==> src/rtl/shift_reg_pwr_pkg.sv <==
`default_nettype none
// ============================================================================
// Module   : shift_reg_pwr_pkg
// Purpose  : Shared mode encodings and sizing helper for shift_reg_pwr.
// Revision : 1.0 - initial release
// ============================================================================
package shift_reg_pwr_pkg;

    typedef enum logic [1:0] {
        PUSH  = 2'b00,
        CYCLE = 2'b01,
        LOAD  = 2'b10,
        HOLD  = 2'b11
    } mode_e;

    // Per-edge toggle count spans 0..n+1 (all Q bits plus S_OUT).
    function automatic int toggle_w(input int n);
        return $clog2(n + 2);
    endfunction

endpackage
`default_nettype wire

==> src/rtl/shift_reg_pwr_pwr_toggle_cnt.sv <==
`default_nettype none
// ============================================================================
// Module   : pwr_toggle_cnt
// Purpose  : Counts Q/S_OUT bit toggles per edge into a saturating counter.
// Revision : 1.0 - initial release
// ============================================================================
module pwr_toggle_cnt
    import shift_reg_pwr_pkg::*;
#(
    parameter int N     = 4,
    parameter int CNT_W = 32
) (
    input  logic             CLK,
    input  logic             RESET,
    input  logic             i_enb,
    input  logic             i_cnt_clr,
    input  logic [N-1:0]     i_q_old,
    input  logic [N-1:0]     i_q_new,
    input  logic             i_s_old,
    input  logic             i_s_new,
    output logic [CNT_W-1:0] o_pwr_cnt
);

    localparam int              c_T_W     = toggle_w(N);
    localparam logic [CNT_W-1:0] c_CNT_MAX = '1;

    logic [N-1:0]     w_diff;
    logic [c_T_W-1:0] w_t;
    logic [CNT_W:0]   w_sum;
    logic [CNT_W-1:0] r_cnt;

    always_comb begin
        w_diff = i_q_old ^ i_q_new;
        w_t    = c_T_W'(i_s_old ^ i_s_new);
        for (int i = 0; i < N; i++) begin
            w_t = w_t + c_T_W'(w_diff[i]);
        end
        w_sum = {1'b0, r_cnt} + (CNT_W + 1)'(w_t);
    end

    always_ff @(posedge CLK) begin
        if (RESET || i_cnt_clr) begin
            r_cnt <= '0;
        end else if (i_enb) begin
            r_cnt <= w_sum[CNT_W] ? c_CNT_MAX : w_sum[CNT_W-1:0];
        end
    end

    assign o_pwr_cnt = r_cnt;

endmodule
`default_nettype wire

==> src/rtl/shift_reg_pwr.sv <==
`default_nettype none
// ============================================================================
// Module   : shift_reg_pwr
// Purpose  : Universal N-bit shift register with saturating toggle counter.
// Revision : 1.0 - initial release
// ============================================================================
module shift_reg_pwr
    import shift_reg_pwr_pkg::*;
#(
    parameter int N     = 4,
    parameter int CNT_W = 32
) (
    input  logic             CLK,
    input  logic             RESET,
    input  logic             ENB,
    input  logic [1:0]       MODO,
    input  logic             DIR,
    input  logic [N-1:0]     D,
    input  logic             S_IN,
    input  logic             CNT_CLR,
    output logic [N-1:0]     Q,
    output logic             S_OUT,
    output logic [CNT_W-1:0] PWR_CNT
);

    logic [N-1:0] r_q;
    logic         r_s_out;
    logic [N-1:0] w_q_next;
    logic         w_s_next;
    logic [N-1:0] w_push_l;
    logic [N-1:0] w_push_r;
    logic [N-1:0] w_rot_l;
    logic [N-1:0] w_rot_r;
    mode_e        w_mode;

    // A one-bit register has no interior bits: push replaces it, rotate keeps it.
    if (N > 1) begin : g_wide
        assign w_push_l = {r_q[N-2:0], S_IN};
        assign w_push_r = {S_IN, r_q[N-1:1]};
        assign w_rot_l  = {r_q[N-2:0], r_q[N-1]};
        assign w_rot_r  = {r_q[0], r_q[N-1:1]};
    end else begin : g_narrow
        assign w_push_l = S_IN;
        assign w_push_r = S_IN;
        assign w_rot_l  = r_q;
        assign w_rot_r  = r_q;
    end

    assign w_mode = mode_e'(MODO);

    always_comb begin
        w_q_next = r_q;
        w_s_next = r_s_out;
        if (ENB) begin
            case (w_mode)
                LOAD: begin
                    w_q_next = D;
                    w_s_next = 1'b0;
                end
                PUSH: begin
                    w_q_next = DIR ? w_push_r : w_push_l;
                    w_s_next = DIR ? r_q[0] : r_q[N-1];
                end
                CYCLE: begin
                    w_q_next = DIR ? w_rot_r : w_rot_l;
                    w_s_next = DIR ? r_q[0] : r_q[N-1];
                end
                default: begin
                    w_q_next = r_q;
                    w_s_next = r_s_out;
                end
            endcase
        end
    end

    always_ff @(posedge CLK) begin
        if (RESET) begin
            r_q     <= '0;
            r_s_out <= 1'b0;
        end else begin
            r_q     <= w_q_next;
            r_s_out <= w_s_next;
        end
    end

    pwr_toggle_cnt #(
        .N     (N),
        .CNT_W (CNT_W)
    ) u_pwr_toggle_cnt (
        .CLK       (CLK),
        .RESET     (RESET),
        .i_enb     (ENB),
        .i_cnt_clr (CNT_CLR),
        .i_q_old   (r_q),
        .i_q_new   (w_q_next),
        .i_s_old   (r_s_out),
        .i_s_new   (w_s_next),
        .o_pwr_cnt (PWR_CNT)
    );

    assign Q     = r_q;
    assign S_OUT = r_s_out;

endmodule
`default_nettype wire

==> config.mk <==
export PLATFORM = sky130hd
export DESIGN_NAME = shift_reg_pwr
export DESIGN_NICKNAME = d
export VERILOG_FILES = /design/src/rtl/shift_reg_pwr_pkg.sv /design/src/rtl/shift_reg_pwr_pwr_toggle_cnt.sv /design/src/rtl/shift_reg_pwr.sv
export SDC_FILE = /design/constraint.sdc
export NUM_CORES = 1
export LEC_CHECK = 0
export BUFFER_PORTS_ARGS = -buffer_cell sky130_fd_sc_hd__buf_2
export CELL_PAD_IN_SITES_DETAIL_PLACEMENT = 0
export CELL_PAD_IN_SITES_GLOBAL_PLACEMENT = 1
export CORE_MARGIN = 2
export CORE_UTILIZATION = 41
export CTS_BUF_LIST = sky130_fd_sc_hd__clkbuf_4
export CTS_CLUSTER_SIZE = 16
export DETAILED_ROUTE_END_ITERATION = 12
export HOLD_SLACK_MARGIN = 0.06
export PLACE_DENSITY = 0.89
export SLEW_MARGIN = 20
export SYNTH_ARGS = -nofsm -noshare
export SYNTH_HDL_FRONTEND = slang
export SYNTH_HIERARCHICAL = 1
export SYNTH_SLANG_ARGS = --single-unit
==> constraint.sdc <==
create_clock -name CLK -period 4.04 [get_ports CLK]
set_input_delay 0 -clock CLK [delete_from_list [all_inputs] [get_ports CLK]]
set_output_delay 0 -clock CLK [all_outputs]
set_load 0.01 [all_outputs]
==> results by group <==
Yosys
  – Post-synthesis net count: 293
  – Avg Synthesized Cell Area: 8.220 um2
  – Largest family of logic cells by synthesized area: compound AO/OA/AOI/OAI gates
  – Sequential-to-total area share from yosys stat: 32.89%
  – Top cells by area, synth: dfxtp_1 33%, a31oi_1 5.6%, xnor2_1 3.9%
  – Cell Area, Synth: 0.002252 mm2
  – Number of enable flip-flop cells after synthesis: 0
  – Mux contribution to synthesized area: 1.000%
  – Syn. warnings: 6
  – Adder-Cell Fraction of Synth Area: 4.889%
  – Distinct cells, synth: 47
  – Synth Area in Compound Gates: 26.11%
  – Simple-gate share of the synthesized area: 25.56%
  – Synth Flop Type: dfxtp_1
  – Syn Inst Count: 274
  – Synth top area share: 32.89%
  – Synth Area in XOR/XNOR: 5.056%
  – Synth area leader: dfxtp_1
  – Async SR Flop Fraction: 0%
  – Synthesized flop and latch total: 37

STA
  – Max Clock Freq: 262.0 MHz
  – Clock Skew: 0.01661 ns
  – Final Hold Fails: 0
  – Final worst-path cycle share: 94.47%
  – Slew margin rel.: 35.87%
  – Fin crit period: 3.816 ns
  – Min Hold Slack: 0.1537 ns
  – Setup TNS Final: 0 ns
  – Worst slew pin tran: 0.9531 ns
  – Setup-failing EPs final: 0
  – RSZ-0062 raised after global routing: no
  – Count of pins over their slew limit: 0

Drt
  – Wirelength per Cell: 14.89 um
  – DR iter-0 viols: 146
  – Vias: 2,293
  – Detail Route Antenna Nets: 0
  – DRT Pass-1 Iters: 4
  – Routed WL: 5.913 mm
  – Drc violations: 0
  – Number of vias per cell: 5.776

Place
  – Dpl hpwl: 4.268 mm
  – Port buffer count: 48
  – RePlAce Congestion: 0.8684

Die
  – IO Count: 49
  – Die Ht: 78.12 um
  – Die ar.: 0.006102 mm2
  – Core ar.: 0.005205 mm2
  – Rows: 26
  – Initial Util: 43.27%
  – Die Span X: 78.12 um

Setup path
  – Critical Path Slowest Stage Cell: dlygate4sd3_1
  – Critical path cell sequence: dlygate4sd3_1 -> buf_2 -> a21boi_2 -> nand2b_1 -> nand2_1 -> xor2_1 -> fa_1 -> inv_1 -> fa_1 -> inv_1 -> ha_1 -> fa_1 -> a21oi_2 -> nor4_1 -> buf_4 -> a41o_1 -> a31oi_1
  – CP peak stage delay: 0.53 ns
  – Crit. End Element: flip-flop
  – Data required, critical path: 4.32 ns
  – CP dominant cell by count: fa_1
  – Cell family with most CP delay: adder cells
  – CP Launch Type: input port
  – Arr. time, crit path: 4.10 ns
  – Worst Setup Path Type: in2reg
  – WP buf/inv: 5
  – Crit-path max FO: 17

Power and ir drop
  – Leakage: 0.9843 nW
  – Gate power share: 15.6%
  – Clock share of power: 28.5%
  – PwrDens: 249.2 mW/mm2
  – Register share of total power: 56.0%
  – Switching power: 193.4 uW
  – Internal: 477.6 uW
  – Sw frac: 28.83%
  – Worst vdd ir: 0.0001548 V

Clock network
  – CTS Buf Count: 5
  – CTS tree: built
  – Clk pin slew, worst setup/hold paths: 0.12 ns
  – Clock Sinks: 37
  – Post-CTS setup buffer count: 0
  – Max clock buf depth: 2
  – H-tree depth: 2
  – Clock Tree Root: clkbuf_4
  – Clk Latency, worst-skew pair: 0.35 ns

GRT
  – Global-route wire length before repair: 10.06 mm
  – Initial antenna violation count: 0
  – Gr ovfl total: 0
  – GRT Total Usage: 20.19%
  – Largest net degree at the start of global routing: 34
  – Vias in the first global route: 2,078

Final layout
  – Multi-input logic area: 0.001428 mm2
  – P&R area growth vs syn: 19.56%
  – Share of post-route cells with drive strength above 1: 22.94%
  – Fill cells: 529
  – NumNets Final: 346
  – # diodes: 0
  – Register area: 740.7 um2

Worst hold path
  – HP Class: in2reg

Flow run
  – Max-cap check violation count: 0

Run status
  – Status: finished clean
-- registers in the layout (all words and copies together), names as in the netlist --
signal                      cells
S_OUT                           1
Q                               4
u_pwr_toggle_cnt/o_pwr_cnt     32
-- path summary, 6_finish.rpt --
| kind | from | endpoint | slack [ns] | depth (start not counted) |
|---|---|---|---|---|
| worst max-delay path | ENB | u_pwr_toggle_cnt/o_pwr_cnt[26]$_SDFFE_PP0P_ | 0.22 | 17 |
| worst min register to register | S_OUT$_SDFF_PP0_ | S_OUT$_SDFF_PP0_ | 0.55 | 2 |
| worst min-delay path | D[1] | Q[1]$_SDFF_PP0_ | 0.15 | 4 |
| worst max register to register | Q[0]$_SDFF_PP0_ | u_pwr_toggle_cnt/o_pwr_cnt[26]$_SDFFE_PP0P_ | 0.28 | 15 |
-- through the flow --
stage	setup WS (ns)	utilization, %	std cells	instance area [um2]	power, mW
2_1_floorplan	0.3042	-	274	2252	0.4526
5_1_grt	0.01550	51.73	397	2693	0.7058
4_1_cts	0.06508	51.39	397	2675	0.6812
3_5_place_dp	0.1236	49.50	385	2576	0.4854
6_report	0.2235	51.73	397	2693	0.6710
3_3_place_gp	0.2628	49.50	385	2576	0.4863
-- synthesized netlist by cell type (all sizes together) (7+ instances only) --
master,count
nor2,12
nor2b,7
nand3,12
inv,12
and2,7
nor3,8
a21oi,15
nand4,9
nand2,14
o31ai,7
clkbuf,11
xnor2,10
o21ai,16
dfxtp,37
a31oi,20
or4,9
-- worst register-to-register path: stages (launching register included) --
cell and delay, ns:
dfxtp_1 0.36, and2_1 0.18, o21ai_0 0.22, nand2_1 0.10, xor2_1 0.19, fa_1 0.51
inv_1 0.05, fa_1 0.53, inv_1 0.04, ha_1 0.22, fa_1 0.42, a21oi_2 0.21
nor4_1 0.09, buf_4 0.21, a41o_1 0.23, a31oi_1 0.14
-- layout make-up --
cell class	instances	share of cell area, %
Clock buffer	5	1.394
Tap cell	70	3.253
Multi-Input combinational cell	211	53.02
Inverter	12	1.673
Timing Repair Buffer	60	12.73
Clock inverter	2	0.4182
Sequential cell	37	27.51
-- logic make-up (layout without fill, tap and decap cells) --
kind of cell | count (synthesis) | in the layout
flip-flops | 37 | 37
buffers and inverters | 26 | 79
AO/OA/AOI/OAI | 88 | 88
AND/OR/NAND/NOR | 101 | 101
multiplexers | 2 | 2
adder cells (fa/ha/maj) | 7 | 7
XOR/XNOR | 13 | 13
-- timing repair --
item | 4_1_cts | 5_1_grt
hold buffers | 5 | 0
hold endpoints to repair | 9 | 0
setup endpoints to repair | 0 | 22
gates resized for setup | 0 | 5
-- power by group through the flow --
stage | registers (mW) | clock network [mW] | logic, mW
2_1_floorplan | 0.385 | 0 | 0.0672
3_3_place_gp | 0.384 | 0 | 0.103
3_5_place_dp | 0.384 | 0 | 0.101
4_1_cts | 0.376 | 0.200 | 0.106
5_1_grt | 0.377 | 0.209 | 0.120
6_report | 0.376 | 0.191 | 0.104
-- layout by cell type (no fill, tap or decap), types with 8 or more instances in the layout --
master   synthesis  final
buf_2            3     48
o21ai_0         10     10
nand4_1          9      9
inv_1           12     12
nand2_1         14     14
a31oi_1         20     20
nor2_1          12     12
nand3_1         11     11
xnor2_1         10     10
a21oi_1         15     14
dfxtp_1         37     37
or4_1            9      8
-- layer usage --
metal  global-route usage, %  vias up  wire [um]  part of all wire [%]
li1                        -     1158          -                     -
met5                       0        -          0                     0
met3                   3.678        2        221                   3.7
met1                   27.89     1090       2876                    49
met2                   32.41       43       2794                    47
met4                   5.614        0         21                  0.36
Note: power is estimated with default switching activity, not from simulation.
